## src/rtl/phase_bus_sequencer.sv

```systemverilog
// Phase-bus transaction engine: WRITE, READ and ADC16 transfers across N boards.
// Each board access runs SETUP, PRE, STROBE, POST and NEXT, in ascending board order.
module phase_bus_sequencer #(
    parameter int         NUM_BOARDS     = 4,
    parameter int         SETTLE_CYCLES  = 21,
    parameter int         STROBE_CYCLES  = 2,
    parameter int         CONVERT_CYCLES = 84,
    parameter logic [2:0] PORT_MUX       = 3'd3,
    parameter logic [2:0] PORT_ADC_HIGH  = 3'd4,
    parameter logic [2:0] PORT_ADC_LOW   = 3'd5
) (
    input  logic                     clock,
    input  logic                     reset,
    input  logic                     start,
    input  logic [1:0]               mode,
    input  logic [2:0]               port_addr,
    input  logic [7:0]               mux_channel,
    input  logic [NUM_BOARDS-1:0]    board_mask,
    input  logic [8*NUM_BOARDS-1:0]  wr_data,
    output logic                     busy,
    output logic                     done,
    output logic                     error,
    output logic [16*NUM_BOARDS-1:0] rd_data,
    output logic [NUM_BOARDS-1:0]    board_x,
    output logic [2:0]               addr_port,
    output logic                     rd_p,
    output logic                     wr_p,
    output logic [7:0]               data_out,
    input  logic [7:0]               data_in,
    output logic                     data_dir
);

    localparam int MAX_SC = (SETTLE_CYCLES > CONVERT_CYCLES) ? SETTLE_CYCLES : CONVERT_CYCLES;
    localparam int MAX_W  = (MAX_SC > STROBE_CYCLES) ? MAX_SC : STROBE_CYCLES;
    localparam int CW     = $clog2(MAX_W + 1);
    localparam int BW     = (NUM_BOARDS > 1) ? $clog2(NUM_BOARDS) : 1;

    typedef enum logic [3:0] {
        S_IDLE, S_DISPATCH, S_SETUP, S_PRE, S_STROBE,
        S_POST, S_NEXT, S_CONV_STB, S_CONV_WAIT, S_FINISH
    } state_e;

    typedef enum logic [2:0] {P_WR, P_RD, P_MUX, P_ADCH, P_ADCL} step_e;
    typedef enum logic [1:0] {M_WRITE, M_READ, M_ADC16, M_RSVD} mode_e;

    state_e                  r_state, w_state_nxt;
    step_e                   r_step, w_step_nxt;
    mode_e                   r_mode;
    logic [CW-1:0]           r_cnt, w_cnt_nxt;
    logic [BW-1:0]           r_board, w_board_nxt;
    logic [2:0]              r_port;
    logic [7:0]              r_mux;
    logic [NUM_BOARDS-1:0]   r_mask;
    logic [8*NUM_BOARDS-1:0] r_wdata;
    logic [16*NUM_BOARDS-1:0] r_rd;

    logic [BW-1:0]         w_first, w_next;
    logic                  w_first_ok, w_next_ok;
    logic [NUM_BOARDS-1:0] w_sel;
    logic [7:0]            w_byte;
    logic [2:0]            w_port;
    logic                  w_drive, w_access, w_capture;

    assign w_sel    = NUM_BOARDS'(1) << r_board;
    assign w_byte   = r_wdata[8*int'(r_board) +: 8];
    assign w_drive  = (r_step == P_WR) || (r_step == P_MUX);
    assign w_access = (r_state == S_SETUP) || (r_state == S_PRE) ||
                      (r_state == S_STROBE) || (r_state == S_POST);
    assign rd_data  = r_rd;

    // Lowest masked board overall, and lowest masked board above the current one.
    always_comb begin
        w_first    = '0;
        w_first_ok = 1'b0;
        w_next     = '0;
        w_next_ok  = 1'b0;
        for (int i = NUM_BOARDS - 1; i >= 0; i--) begin
            if (r_mask[i]) begin
                w_first    = BW'(i);
                w_first_ok = 1'b1;
                if (i > int'(r_board)) begin
                    w_next    = BW'(i);
                    w_next_ok = 1'b1;
                end
            end
        end
    end

    always_comb begin
        w_port = r_port;
        unique case (r_step)
            P_MUX:   w_port = PORT_MUX;
            P_ADCH:  w_port = PORT_ADC_HIGH;
            P_ADCL:  w_port = PORT_ADC_LOW;
            default: w_port = r_port;
        endcase
    end

    always_comb begin
        w_state_nxt = r_state;
        w_step_nxt  = r_step;
        w_board_nxt = r_board;
        w_cnt_nxt   = r_cnt + CW'(1);
        w_capture   = 1'b0;
        busy        = (r_state != S_IDLE) && (r_state != S_FINISH);
        done        = 1'b0;
        error       = 1'b0;
        board_x     = '0;
        addr_port   = '0;
        rd_p        = 1'b0;
        wr_p        = 1'b0;
        data_out    = '0;
        data_dir    = 1'b0;

        if (w_access) begin
            board_x   = (r_step == P_MUX) ? r_mask : w_sel;
            addr_port = w_port;
            data_dir  = w_drive;
            data_out  = !w_drive ? 8'h00 : ((r_step == P_MUX) ? r_mux : w_byte);
        end

        unique case (r_state)
            S_IDLE: begin
                w_cnt_nxt = '0;
                if (start) w_state_nxt = S_DISPATCH;
            end
            S_DISPATCH: begin
                w_cnt_nxt   = '0;
                w_board_nxt = w_first;
                if (r_mode == M_RSVD || !w_first_ok) begin
                    w_state_nxt = S_FINISH;
                end else begin
                    w_state_nxt = S_SETUP;
                    unique case (r_mode)
                        M_WRITE: w_step_nxt = P_WR;
                        M_READ:  w_step_nxt = P_RD;
                        default: w_step_nxt = P_MUX;
                    endcase
                end
            end
            S_SETUP: begin
                w_cnt_nxt   = '0;
                w_state_nxt = S_PRE;
            end
            S_PRE: begin
                if (r_cnt == CW'(SETTLE_CYCLES - 1)) begin
                    w_cnt_nxt   = '0;
                    w_state_nxt = S_STROBE;
                end
            end
            S_STROBE: begin
                wr_p = w_drive;
                rd_p = !w_drive;
                if (r_cnt == CW'(STROBE_CYCLES - 1)) begin
                    w_capture   = !w_drive;
                    w_cnt_nxt   = '0;
                    w_state_nxt = S_POST;
                end
            end
            S_POST: begin
                if (r_cnt == CW'(SETTLE_CYCLES - 1)) begin
                    w_cnt_nxt   = '0;
                    w_state_nxt = (r_step == P_MUX) ? S_CONV_STB : S_NEXT;
                end
            end
            S_CONV_STB: begin
                board_x   = r_mask;
                addr_port = PORT_MUX;
                data_out  = r_mux;
                data_dir  = 1'b1;
                wr_p      = 1'b1;
                if (r_cnt == CW'(STROBE_CYCLES - 1)) begin
                    w_cnt_nxt   = '0;
                    w_state_nxt = S_CONV_WAIT;
                end
            end
            S_CONV_WAIT: begin
                if (r_cnt == CW'(CONVERT_CYCLES - 1)) begin
                    w_cnt_nxt   = '0;
                    w_step_nxt  = P_ADCH;
                    w_board_nxt = w_first;
                    w_state_nxt = S_SETUP;
                end
            end
            S_NEXT: begin
                w_cnt_nxt = '0;
                // The high-byte read is always followed by the low-byte read of the same board.
                if (r_step == P_ADCH) begin
                    w_step_nxt  = P_ADCL;
                    w_state_nxt = S_SETUP;
                end else if (w_next_ok) begin
                    w_board_nxt = w_next;
                    w_step_nxt  = (r_step == P_ADCL) ? P_ADCH : r_step;
                    w_state_nxt = S_SETUP;
                end else begin
                    w_state_nxt = S_FINISH;
                end
            end
            S_FINISH: begin
                w_cnt_nxt   = '0;
                done        = 1'b1;
                error       = (r_mode == M_RSVD);
                w_state_nxt = S_IDLE;
            end
            default: w_state_nxt = S_IDLE;
        endcase
    end

    always_ff @(posedge clock or posedge reset) begin
        if (reset) begin
            r_state <= S_IDLE;
            r_step  <= P_WR;
            r_mode  <= M_WRITE;
            r_cnt   <= '0;
            r_board <= '0;
            r_port  <= '0;
            r_mux   <= '0;
            r_mask  <= '0;
            r_wdata <= '0;
            r_rd    <= '0;
        end else begin
            r_state <= w_state_nxt;
            r_step  <= w_step_nxt;
            r_cnt   <= w_cnt_nxt;
            r_board <= w_board_nxt;
            if (r_state == S_IDLE && start) begin
                r_mode  <= mode_e'(mode);
                r_port  <= port_addr;
                r_mux   <= mux_channel;
                r_mask  <= board_mask;
                r_wdata <= wr_data;
            end
            if (w_capture) begin
                unique case (r_step)
                    P_RD:    r_rd[16*int'(r_board) +: 16]    <= {8'h00, data_in};
                    P_ADCH:  r_rd[16*int'(r_board) + 8 +: 8] <= data_in;
                    P_ADCL:  r_rd[16*int'(r_board) +: 8]     <= data_in;
                    default: r_rd <= r_rd;
                endcase
            end
        end
    end

endmodule

```

## config.mk

```make
export PLATFORM = sky130hd
export DESIGN_NAME = phase_bus_sequencer
export DESIGN_NICKNAME = d
export VERILOG_FILES = /design/src/rtl/phase_bus_sequencer.sv
export SDC_FILE = /design/constraint.sdc
export NUM_CORES = 1
export LEC_CHECK = 0
export CAP_MARGIN = 20
export CORE_UTILIZATION = 45
export CTS_CLUSTER_SIZE = 30
export DETAILED_ROUTE_END_ITERATION = 8
export PLACE_DENSITY = 0.82
export RECOVER_POWER = 100
export SYNTH_ARGS = -nofsm -noshare
export SYNTH_HDL_FRONTEND = slang
export SYNTH_SLANG_ARGS = --single-unit
```

## constraint.sdc

```tcl
create_clock -name clock -period 4.52 [get_ports clock]
set_input_delay 1.356 -clock clock [delete_from_list [all_inputs] [get_ports clock]]
set_output_delay 1.356 -clock clock [all_outputs]
set_load 0.01 [all_outputs]
```

==> reports/qor.yml <==
routing:
  detail-route-antenna-nets: 0
  detail_route.iter0.violations: 485
  avgViaCountPerCell: 5.49
  via_count: 4847
  route.final.wire_length_mm: 15.4
  routedWlPerCell_um: 17.5
  drt_pass1_iterations: 5
  drc: 0
clock_network:
  cts_buffers: 17
  ctsHoldBuffers: 0
  clkTransAtPathRegs_ns: 0.06
  clockBufferDepth: 2
  clk_root_buffer_cell: "sky130_fd_sc_hd__clkbuf_16"
  htree_num_levels: 4
  insertion_delay_ns: 0.42
  clock-sinks: 129
  cts_tree: "built"
synth:
  synth.yosys.seq_area_share_pct: 52.1
  top_post_synthesis_cells_by_area: "sky130_fd_sc_hd__dfrtp_1 (52%), sky130_fd_sc_hd__mux2_2 (15%), sky130_fd_sc_hd__nor2_1 (3.6%), sky130_fd_sc_hd__o22ai_1 (3.4%), sky130_fd_sc_hd__mux4_2 (2.9%)"
  synth_simple_gate_area_share_pct: 11.8
  post_synthesis_cell_type_count: 51
  synth-warning-count: 0
  synth_fa_ha_area_share_pct: 2.22
  syn-cell-area_um2: 6200
  synth_fp_nets: 621
  post_synth_xor_area_fraction_pct: 0.989
  avgSynthCellArea_um2: 11.3
  yosys.area.top_type_share_pct: 52.1
  synth_top_cell_by_area: "sky130_fd_sc_hd__dfrtp_1"
  compound_gate_fraction_of_synth_area_pct: 9.19
  synth.area.mux_share_pct: 19.3
  main_combinational_cell_family_by_area_after_synthesis: "multiplexers"
  netlist_instances: 550
  synth.ff_latch_count: 129
floorplan:
  die_area_um2: 14200
  std_cell_rows: 42
  io_pins: 145
  dieHeight_um: 119
  die_w_um: 119
  coreArea_um2: 13300
  start_util_pct: 46.4
setup_path:
  critPathArrivalTime_ns: 2.92
  criticalPathCategory: "flop to primary output"
  critPathLaunchType: "flop"
  critical-path-max-stage-delay_ns: 0.60
  slowest_cell_on_crit_path: "sky130_fd_sc_hd__dfrtp_1"
  critPathCaptureType: "primary output"
  worst-path-max-fanout: 15
  list_of_cells_traversed_by_the_critical_path: "nor2_1 -> a211o_1 -> or2_2 -> inv_1 -> o221a_2 -> clkdlybuf4s50_1"
  cp_data_required_time_ns: 3.16
run_status:
  failed_checks: "capacitance limit, slew limit"
  run_status: "complete, but fails checks"
layout:
  n_fill_cell: 1068
  layout.cell_area.non_filler_um2: 8320
  utilization_pct: 62.3
  instances_no_fill: 883
  number_of_antenna_repair_diodes: 0
  design.final.nets: 766
  final_layout_size_suffix_gt1_share_pct: 20.2
  area_growth_syn_to_layout_pct: 34.3
global_routing:
  grt_first_pass_wirelength_mm: 25.4
  grt_util_all_layers_pct: 23.2
  global_route.overflow_total: 0
  grt_start_max_net_pins: 66
  first_global_vias: 4992
  antenna_violations_before_repair: 0
sta:
  post-route-worst-setup-slack_ns: 0.240
  tightestPinTransition_ns: 1.59
  setup-violations-final: 0
  unrepaired_setup_endpoints_after_global_routing: "no"
  totalNegativeSetupSlack_ns: 0
  clock-skew-final_ns: 0.00444
  finalCritPeriodShare_pct: 94.7
  final_period_minus_worst_setup_slack_ns: 4.28
  slew_headroom_pct: -5.79
  max_freq_ghz: 0.234
  final_hold_viol_count: 0
  timing_max_transition_violations_final: 99
  holdWs_ns: 0.502
run:
  cap_viol_max_count: 2
power:
  vdd_ir_drop_max_v: 0.000414
  power.density_cell_area_nw_per_um2: 640
  power_mw: 5.32
  static-leakage-power_nw: 3.76
place:
  placed_cell_area_um2: 7800
  dp_worst_setup_slack_ns: 0.654
  port_buffers: 144
  post_detail_place_hpwl_mm: 11.3
  gpl.final_weighted_congestion: 0.884
  dpl.cell_count: 852
min_path:
  hp-class: "flop to flop"
layout make-up:
type                    count  area (um2)  share of cell area (%)
repair buffers            150        1470                    17.7
flip-flops and latches    129        3230                    38.8
clock buffers              21         460                    5.53
clock inverters            10        86.3                    1.04
inverters                  41         159                    1.91
multi-input cells         356        2690                    32.4
well taps                 176         220                    2.65
kinds of logic (layout without fill, tap and decap cells):
group                      Yosys count  after routing
and+or+nand+nor                    156            156
buffers and inverters               65            222
muxes                               99             99
DFF                                129            129
adders and majority gates           11             11
xor gates and xnor gates             7              7
AOI/OAI and AO/OA                   83             83
cell usage after synthesis, drive strengths merged:
cell,n
o311a,1
dfrtp,129
a31oi,1
o211ai,3
a21oi,16
nor4,2
clkbuf,7
a21boi,2
a221oi,1
nand4,2
inv,40
a41o,1
or4,1
o22ai,34
nand2b,5
buf,17
mux4,8
a211o,1
mux2i,6
a22o,1
and3,4
and4bb,1
o21ai,16
or2,4
or4b,2
xnor2,5
o311ai,1
o221a,4
nor2,61
clkinv,1
nand3,14
xor2,2
ha,11
or3,3
nand2,43
and2,4
nor3,5
mux2,85
nor2b,3
or3b,2
a211oi,1
report_power, final:
group | switching, mW | total [mW] | internal (mW)
combinational | 1.08 | 2.19 | 1.10
sequential | 0.347 | 1.87 | 1.52
clock | 0.494 | 1.27 | 0.777
state kept, by name, indices dropped and copies added, names as in the netlist:
name,flops
r_step,3
r_mux,8
r_cnt,7
r_wdata,32
r_board,2
r_state,4
rd_data,64
r_mask,4
r_mode,2
r_port,3
worst paths after layout:
check / from / to / slack, ns / depth (start not counted)
max: r_state[2]$_DFFE_PP0P_ / data_out[4] / 0.24 / 6
max reg2reg: r_board[0]$_DFFE_PP0P_ / r_step[0]$_DFFE_PP0P_ / 1.27 / 7
max in group asynchronous: reset / r_state[3]$_DFFE_PP0P_ / 1.18 / 3
min reg2reg: rd_data[36]$_DFFE_PP0P_ / rd_data[36]$_DFFE_PP0P_ / 0.50 / 1
min: rd_data[36]$_DFFE_PP0P_ / rd_data[36]$_DFFE_PP0P_ / 0.50 / 1
min in group asynchronous: reset / rd_data[9]$_DFFE_PP0P_ / 1.44 / 2
per-layer routing:
metal | vias up | routed length [um] | track usage (%)
li1 | 2214 | - | -
met2 | 201 | 7330 | 36.5
met4 | 0 | 292 | 8.20
met3 | 24 | 1220 | 8.19
met5 | - | 0 | 0
met1 | 2408 | 6570 | 29.5
worst max-delay path, delay by kind of cell (launching register included):
family	cells	cell delay (ns)
buf+inv	2	0.72
compound gates	2	0.62
simple gates	2	0.55
flops	1	0.60
placed cells by master (no fill, tap or decap), types with 4 or more instances in the layout:
master / count
sky130_fd_sc_hd__clkbuf_1: 4
sky130_fd_sc_hd__nand2_1: 43
sky130_fd_sc_hd__clkbuf_16: 17
sky130_fd_sc_hd__dlygate4sd3_1: 80
sky130_fd_sc_hd__mux2i_1: 6
sky130_fd_sc_hd__inv_1: 39
sky130_fd_sc_hd__o21ai_0: 14
sky130_fd_sc_hd__a21oi_1: 12
sky130_fd_sc_hd__mux2_2: 83
sky130_fd_sc_hd__clkinv_2: 5
sky130_fd_sc_hd__dfrtp_1: 129
sky130_fd_sc_hd__nor2_1: 59
sky130_fd_sc_hd__clkdlybuf4s50_1: 64
sky130_fd_sc_hd__nand3_1: 14
sky130_fd_sc_hd__nor3_1: 4
sky130_fd_sc_hd__a21oi_4: 4
sky130_fd_sc_hd__ha_1: 11
sky130_fd_sc_hd__o22ai_1: 34
sky130_fd_sc_hd__mux4_2: 8
sky130_fd_sc_hd__or2_2: 4
sky130_fd_sc_hd__o221a_2: 4
sky130_fd_sc_hd__clkinvlp_4: 4
sky130_fd_sc_hd__xnor2_1: 5
sky130_fd_sc_hd__nand2b_1: 5
sky130_fd_sc_hd__and3_1: 4
repair_timing:
action | in CTS | in global routing
endpoints found under the setup margin | 0 | 3
buffers inserted | 0 | 0
resized for setup | 0 | 2
(Power assumes the default switching activity.)
==> edit 1, RTL diff (config.mk and constraints unchanged) <==
Change the parameter `CONVERT_CYCLES` from 84 to 168.
--- a/src/rtl/phase_bus_sequencer.sv
+++ b/src/rtl/phase_bus_sequencer.sv
@@ -4,7 +4,7 @@
     parameter int         NUM_BOARDS     = 4,
     parameter int         SETTLE_CYCLES  = 21,
     parameter int         STROBE_CYCLES  = 2,
-    parameter int         CONVERT_CYCLES = 84,
+    parameter int         CONVERT_CYCLES = 168,
     parameter logic [2:0] PORT_MUX       = 3'd3,
     parameter logic [2:0] PORT_ADC_HIGH  = 3'd4,
     parameter logic [2:0] PORT_ADC_LOW   = 3'd5
Formal check against the unedited RTL: no difference found for any inputs over 4 cycles, from zero or initial values and one cycle with reset high; that may be too few to reach the edited logic, so the function may still have changed.
==> edit 1 against the unedited design <==
- the run still ends with capacitance limit, slew limit left
- sequential cell count grew 1
- power fell by 8.0%
- cell area did not move
- die area is 0.55% higher
- sequential power shrank 6%
- setup slack worse by 0.030 ns
- sequential share of layout area up 0.30 points
- synthesized cell count down 1.5%
- synthesized area grew 0.57%
- final cell count down 0.57%
- global-route usage grew 1.6 points
- routed wire length is 8.9% higher
- worst hold slack worse by 0.018 ns
- first-iteration DRC count decreased by 14%
==> edit 1: results (changes against the unedited design) <==
* Status: finished, violations left
* Failing checks: capacitance limit, slew limit
* Logic inverters at 12 (-71%)
* # clock sinks at 130 (+0.78%)
* GR Util All Layers at 24.7% (+1.6 points)
* Nets at 760 (-0.78%)
* Max-cap check violation count at 1 (-1)
* Met1 Resource Use GR at 30.4% (+0.88 points)
* Comb pwr at 1.93 mW (-12%)
* DRT Wirelength at 16.8 mm (+8.9%)
* Routed wire per std cell at 19.1 um (+9.5%)
* Leakage Power at 3.80 nW (+1.2%)
* Fin. max-slew vios at 68 (-31%)
* Worst-path clk slew at 0.06 ns (about the same)
* Fraction of area in multi-input gates at 33.5% (+1.1 points)
* Cells after synthesis at 542 (-1.5%)
* 1st-iter DRT viols at 417 (-14%)
* Signal buf overhead at 17.9% (+0.20 points)
* Max VDD drop at 0.483 mV (+17%)
* Least-Margin Pin Slew at 1.66 ns (+0.0723 ns)
* Hpwl dp at 12.1 mm (+6.6%)
* Commonest cells in the netlist: dfrtp_1 (130), mux2_2 (76), nand2_1 (67)
* Seq. cell area at 0.00325 mm^2 (+0.78%)
* WP data arrival at 2.95 ns (+0.03 ns)
* Hold crit path type: register to register
* Area contributors post-synth: dfrtp_1 (52%), mux2_2 (14%), o2bb2ai_1 (4.5%)
* Layout cells sized above 1 at 18.4% (-1.9 points)
* Post-place setup slack at 0.674 ns (+0.0206 ns)
* Dpl cell area at 0.00786 mm^2 (+0.75%)
* Vias in the first global route at 5,174 (+3.6%)
* Clk cell area share at 6.30% (-0.27 points)
* Sequential area share after synthesis at 52.2% (+0.11 points)
* Iteration count of the initial detailed-routing pass at 6 (+1)
* Global-route wire length before repair at 27.2 mm (+7.0%)
* Max Used Layer: met4
* CLK BUF at 23 (+9.5%)
* M2 GR Usage at 41.1% (+4.6 points)
* Filler cells at 1,056 (-1.1%)
* Combinational Power Share at 39.4% (-1.7 points)
* M1 wire length at 6.85 mm (+4.1%)
* WL met2 at 8.46 mm (+15%)
* Clock Skews at 0.00760 ns (+0.00316 ns)
* Synth-to-Final Area Change at 33.5%
* Syn_nets at 613 (-1.3%)
* Sw Ratio at 36.2% (+0.041 points)
* CP max FO at 13 (-2)
* Yosys warning count at 0 (unchanged)
* Non-clk bufs at 152 (+1.3%)
* M3 GR Usage at 7.13% (-1.1 points)
* # placed instances at 846 (-0.70%)
* Reg power frac at 35.8% (+0.7 points)
* Multi-input gates at 376 (+5.6%)
* Critical Path Max Stage Delay at 0.70 ns (+0.10 ns)
* Met3 wire length at 1.03 mm (-15%)
* Routability cong. at 0.892 (+0.90%)
* Synth cell types at 60 (+18%)
* DR vias/cell at 5.68 (+3.5%)
* Largest net degree at the start of global routing at 68 (+3.0%)
-- edit 1: changes by cell type after synthesis, sizes merged, moves of 7 or more --
cell and delta:
nand2 +24, inv -29, o22ai -32, mux2 -9, o21ai +14, o2bb2ai +32, nand3 -8, nor2 -7
-- edit 1: worst max-delay path, delay by kind of cell, from the launching register on --
kind / cells / cell delay (ns)
simple gates: 1 / 0.07
fa+ha+maj: 1 / 0.46
flops: 1 / 0.70
mux: 1 / 0.16
buf+inv: 2 / 1.15
-- edit 1: worst paths after layout --
check | endpoint | start | slack [ns] | cells past startpoint
max | board_x[0] | r_board[0]$_DFFE_PP0P_ | 0.21 | 5
max reg2reg | r_wdata[8]$_DFFE_PP0P_ | r_state[1]$_DFFE_PP0P_ | 1.42 | 4
min in group asynchronous | rd_data[11]$_DFFE_PP0P_ | reset | 1.59 | 2
max in group asynchronous | r_wdata[7]$_DFFE_PP0P_ | reset | 0.81 | 3
min reg2reg | rd_data[6]$_DFFE_PP0P_ | rd_data[6]$_DFFE_PP0P_ | 0.48 | 2
min | rd_data[6]$_DFFE_PP0P_ | rd_data[6]$_DFFE_PP0P_ | 0.48 | 2
-- edit 1: timing repair --
action                     4_1_cts  5_1_grt
buffers inserted                 0        0
hold endpoints to repair         0        0
setup endpoints to repair        0        2
gates resized for setup          0        1
-- edit 1: kinds of logic after synthesis --
| logic type | after synthesis | synth area share (%) |
|---|---|---|
| AND/OR/NAND/NOR | 168 | 12.6 |
| multiplexers | 89 | 17.4 |
| adder cells (fa/ha/maj) | 11 | 2.21 |
| AO/OA/AOI/OAI | 100 | 11.8 |
| buffers and inverters | 36 | 2.63 |
| XOR/XNOR | 8 | 1.12 |
| flip-flops | 130 | 52.2 |
==> edit 2, RTL diff (same flow settings) <==
Made on the original files. The 10 states of `state_e` get a Gray code encoding in 4 bits.
--- a/src/rtl/phase_bus_sequencer.sv
+++ b/src/rtl/phase_bus_sequencer.sv
@@ -36,8 +36,8 @@
     localparam int BW     = (NUM_BOARDS > 1) ? $clog2(NUM_BOARDS) : 1;
 
     typedef enum logic [3:0] {
-        S_IDLE, S_DISPATCH, S_SETUP, S_PRE, S_STROBE,
-        S_POST, S_NEXT, S_CONV_STB, S_CONV_WAIT, S_FINISH
+        S_IDLE = 4'b0000, S_DISPATCH = 4'b0001, S_SETUP = 4'b0011, S_PRE = 4'b0010, S_STROBE = 4'b0110,
+        S_POST = 4'b0111, S_NEXT = 4'b0101, S_CONV_STB = 4'b0100, S_CONV_WAIT = 4'b1100, S_FINISH = 4'b1101
     } state_e;
 
     typedef enum logic [2:0] {P_WR, P_RD, P_MUX, P_ADCH, P_ADCL} step_e;
Formal check against the unedited RTL: same outputs for any inputs over 4 cycles, from zero or initial values and one cycle with reset high; so few cycles prove little.
==> edit 2 against the unedited design <==
- the flow still finishes with violations (capacitance limit, slew limit)
- synthesized area rose by 1.0%
- cell area up 0.77%
- clock power rose by 20%
- die area rose by 1.0%
- non-clock buffer count up 1
- count of clock-buffer cells in the layout is 4 lower
- via count increased by 0.68%
- core utilization rose by 0.23 points
- fmax up 1.3%
- routed wire length grew 7.6%
- setup slack better by 0.057 ns
- sequential cell count stayed put
- power is 4.0% higher
==> edit 2: results (changes against the unedited design) <==
* Status: finished, violations left
* Failing checks: capacitance limit, slew limit
* WHS Endpoint: rd_data[40]$_DFFE_PP0P_
* Signal buf overhead at 17.7% (about the same)
* Clk cell area share at 7.82% (+1.2 points)
* Period minus WS final at 4.22 ns (-0.0570 ns)
* Critical Path Max Stage Delay at 0.62 ns (+0.02 ns)
* Clk pwr share at 27.6% (+3.7 points)
* Max VDD drop at 0.445 mV (+7.5%)
* 1st-iter DRT viols at 310 (-36%)
* Synth cell types at 60 (+18%)
* P_clk at 1.53 mW (+20%)
* Max-cap check violation count at 1 (-1)
* GR Util All Layers at 24.2% (+1.0 points)
* # placed instances at 840 (-1.4%)
* CLK BUF at 17 (-19%)
* Sw Ratio at 34.4% (-1.7 points)
* DRT Wirelength at 16.6 mm (+7.6%)
* Reg2reg start: r_state[3]$_DFFE_PP0P_
* Sequential area share after synthesis at 51.6% (-0.53 points)
* Fin. max-slew vios at 17 (-83%)
* Commonest cells in the netlist: dfrtp_1 (129), mux2_2 (61), inv_1 (38)
* WP data arrival at 2.87 ns (-0.05 ns)
* Hold_ws at 0.481 ns (-0.0202 ns)
* Synth-to-Final Area Change at 33.9%
* Leakage Power at 3.77 nW (+0.22%)
* DR vias/cell at 5.60 (+2.0%)
* Logic inverters at 38 (-7.3%)
* Filler cells at 1,012 (-5.2%)
* Via Count at 4,880 (+0.68%)
* Hold path start: rd_data[40]$_DFFE_PP0P_
* Post-place setup slack at 0.917 ns (+0.264 ns)
* Syn_area_per_cell at 11.5 um^2 (+2.1%)
* CP max FO at 17 (+2)
* CTS Root Cell: clkbuf_16
* Area contributors post-synth: dfrtp_1 (52%), mux2_2 (11%), a22o_1 (3.6%)
* Layout cells sized above 1 at 17.2% (-3.0 points)
* Hpwl dp at 11.6 mm (+2.8%)
* Non-clk bufs at 151 (+0.67%)
* CP endpoint: data_out[2]
* Reg-to-reg endpoint: rd_data[37]$_DFFE_PP0P_
* Num sequential at 129 (unchanged)
* Global-route wire length before repair at 26.6 mm (+4.9%)
* Reg2reg setup slack at 1.52 ns (+0.25 ns)
* Multi-input gates at 346 (-2.8%)
* Relative slew slack at -3.10% (+2.7 points)
edit 2: cell count changes after synthesis, moves of 7 or more:
cell | unedited run | this run
a22o_1 | 1 | 26
mux2_2 | 83 | 61
nand2_1 | 43 | 21
nand3_1 | 14 | 35
nor2_1 | 60 | 37
o21ai_0 | 13 | 36
o22ai_1 | 34 | 3
o2bb2ai_1 | 0 | 7
edit 2: cell families after synthesis:
kind of cell	after synthesis	share of synthesized area (%)
adder cells (fa/ha/maj)	11	2.20
AO/OA/AOI/OAI	102	11.4
buffers and inverters	69	4.92
XOR/XNOR	5	0.700
flip-flops	129	51.6
AND/OR/NAND/NOR	150	13.9
multiplexers	78	15.3
edit 2: routing by layer:
metal	part of all wire, %	vias to the layer above	GRT usage [%]
li1	-	2229	-
met1	39	2453	27.8
met2	52	167	41.3
met3	7.5	31	8.46
met4	2.1	0	9.06
met5	0	-	0
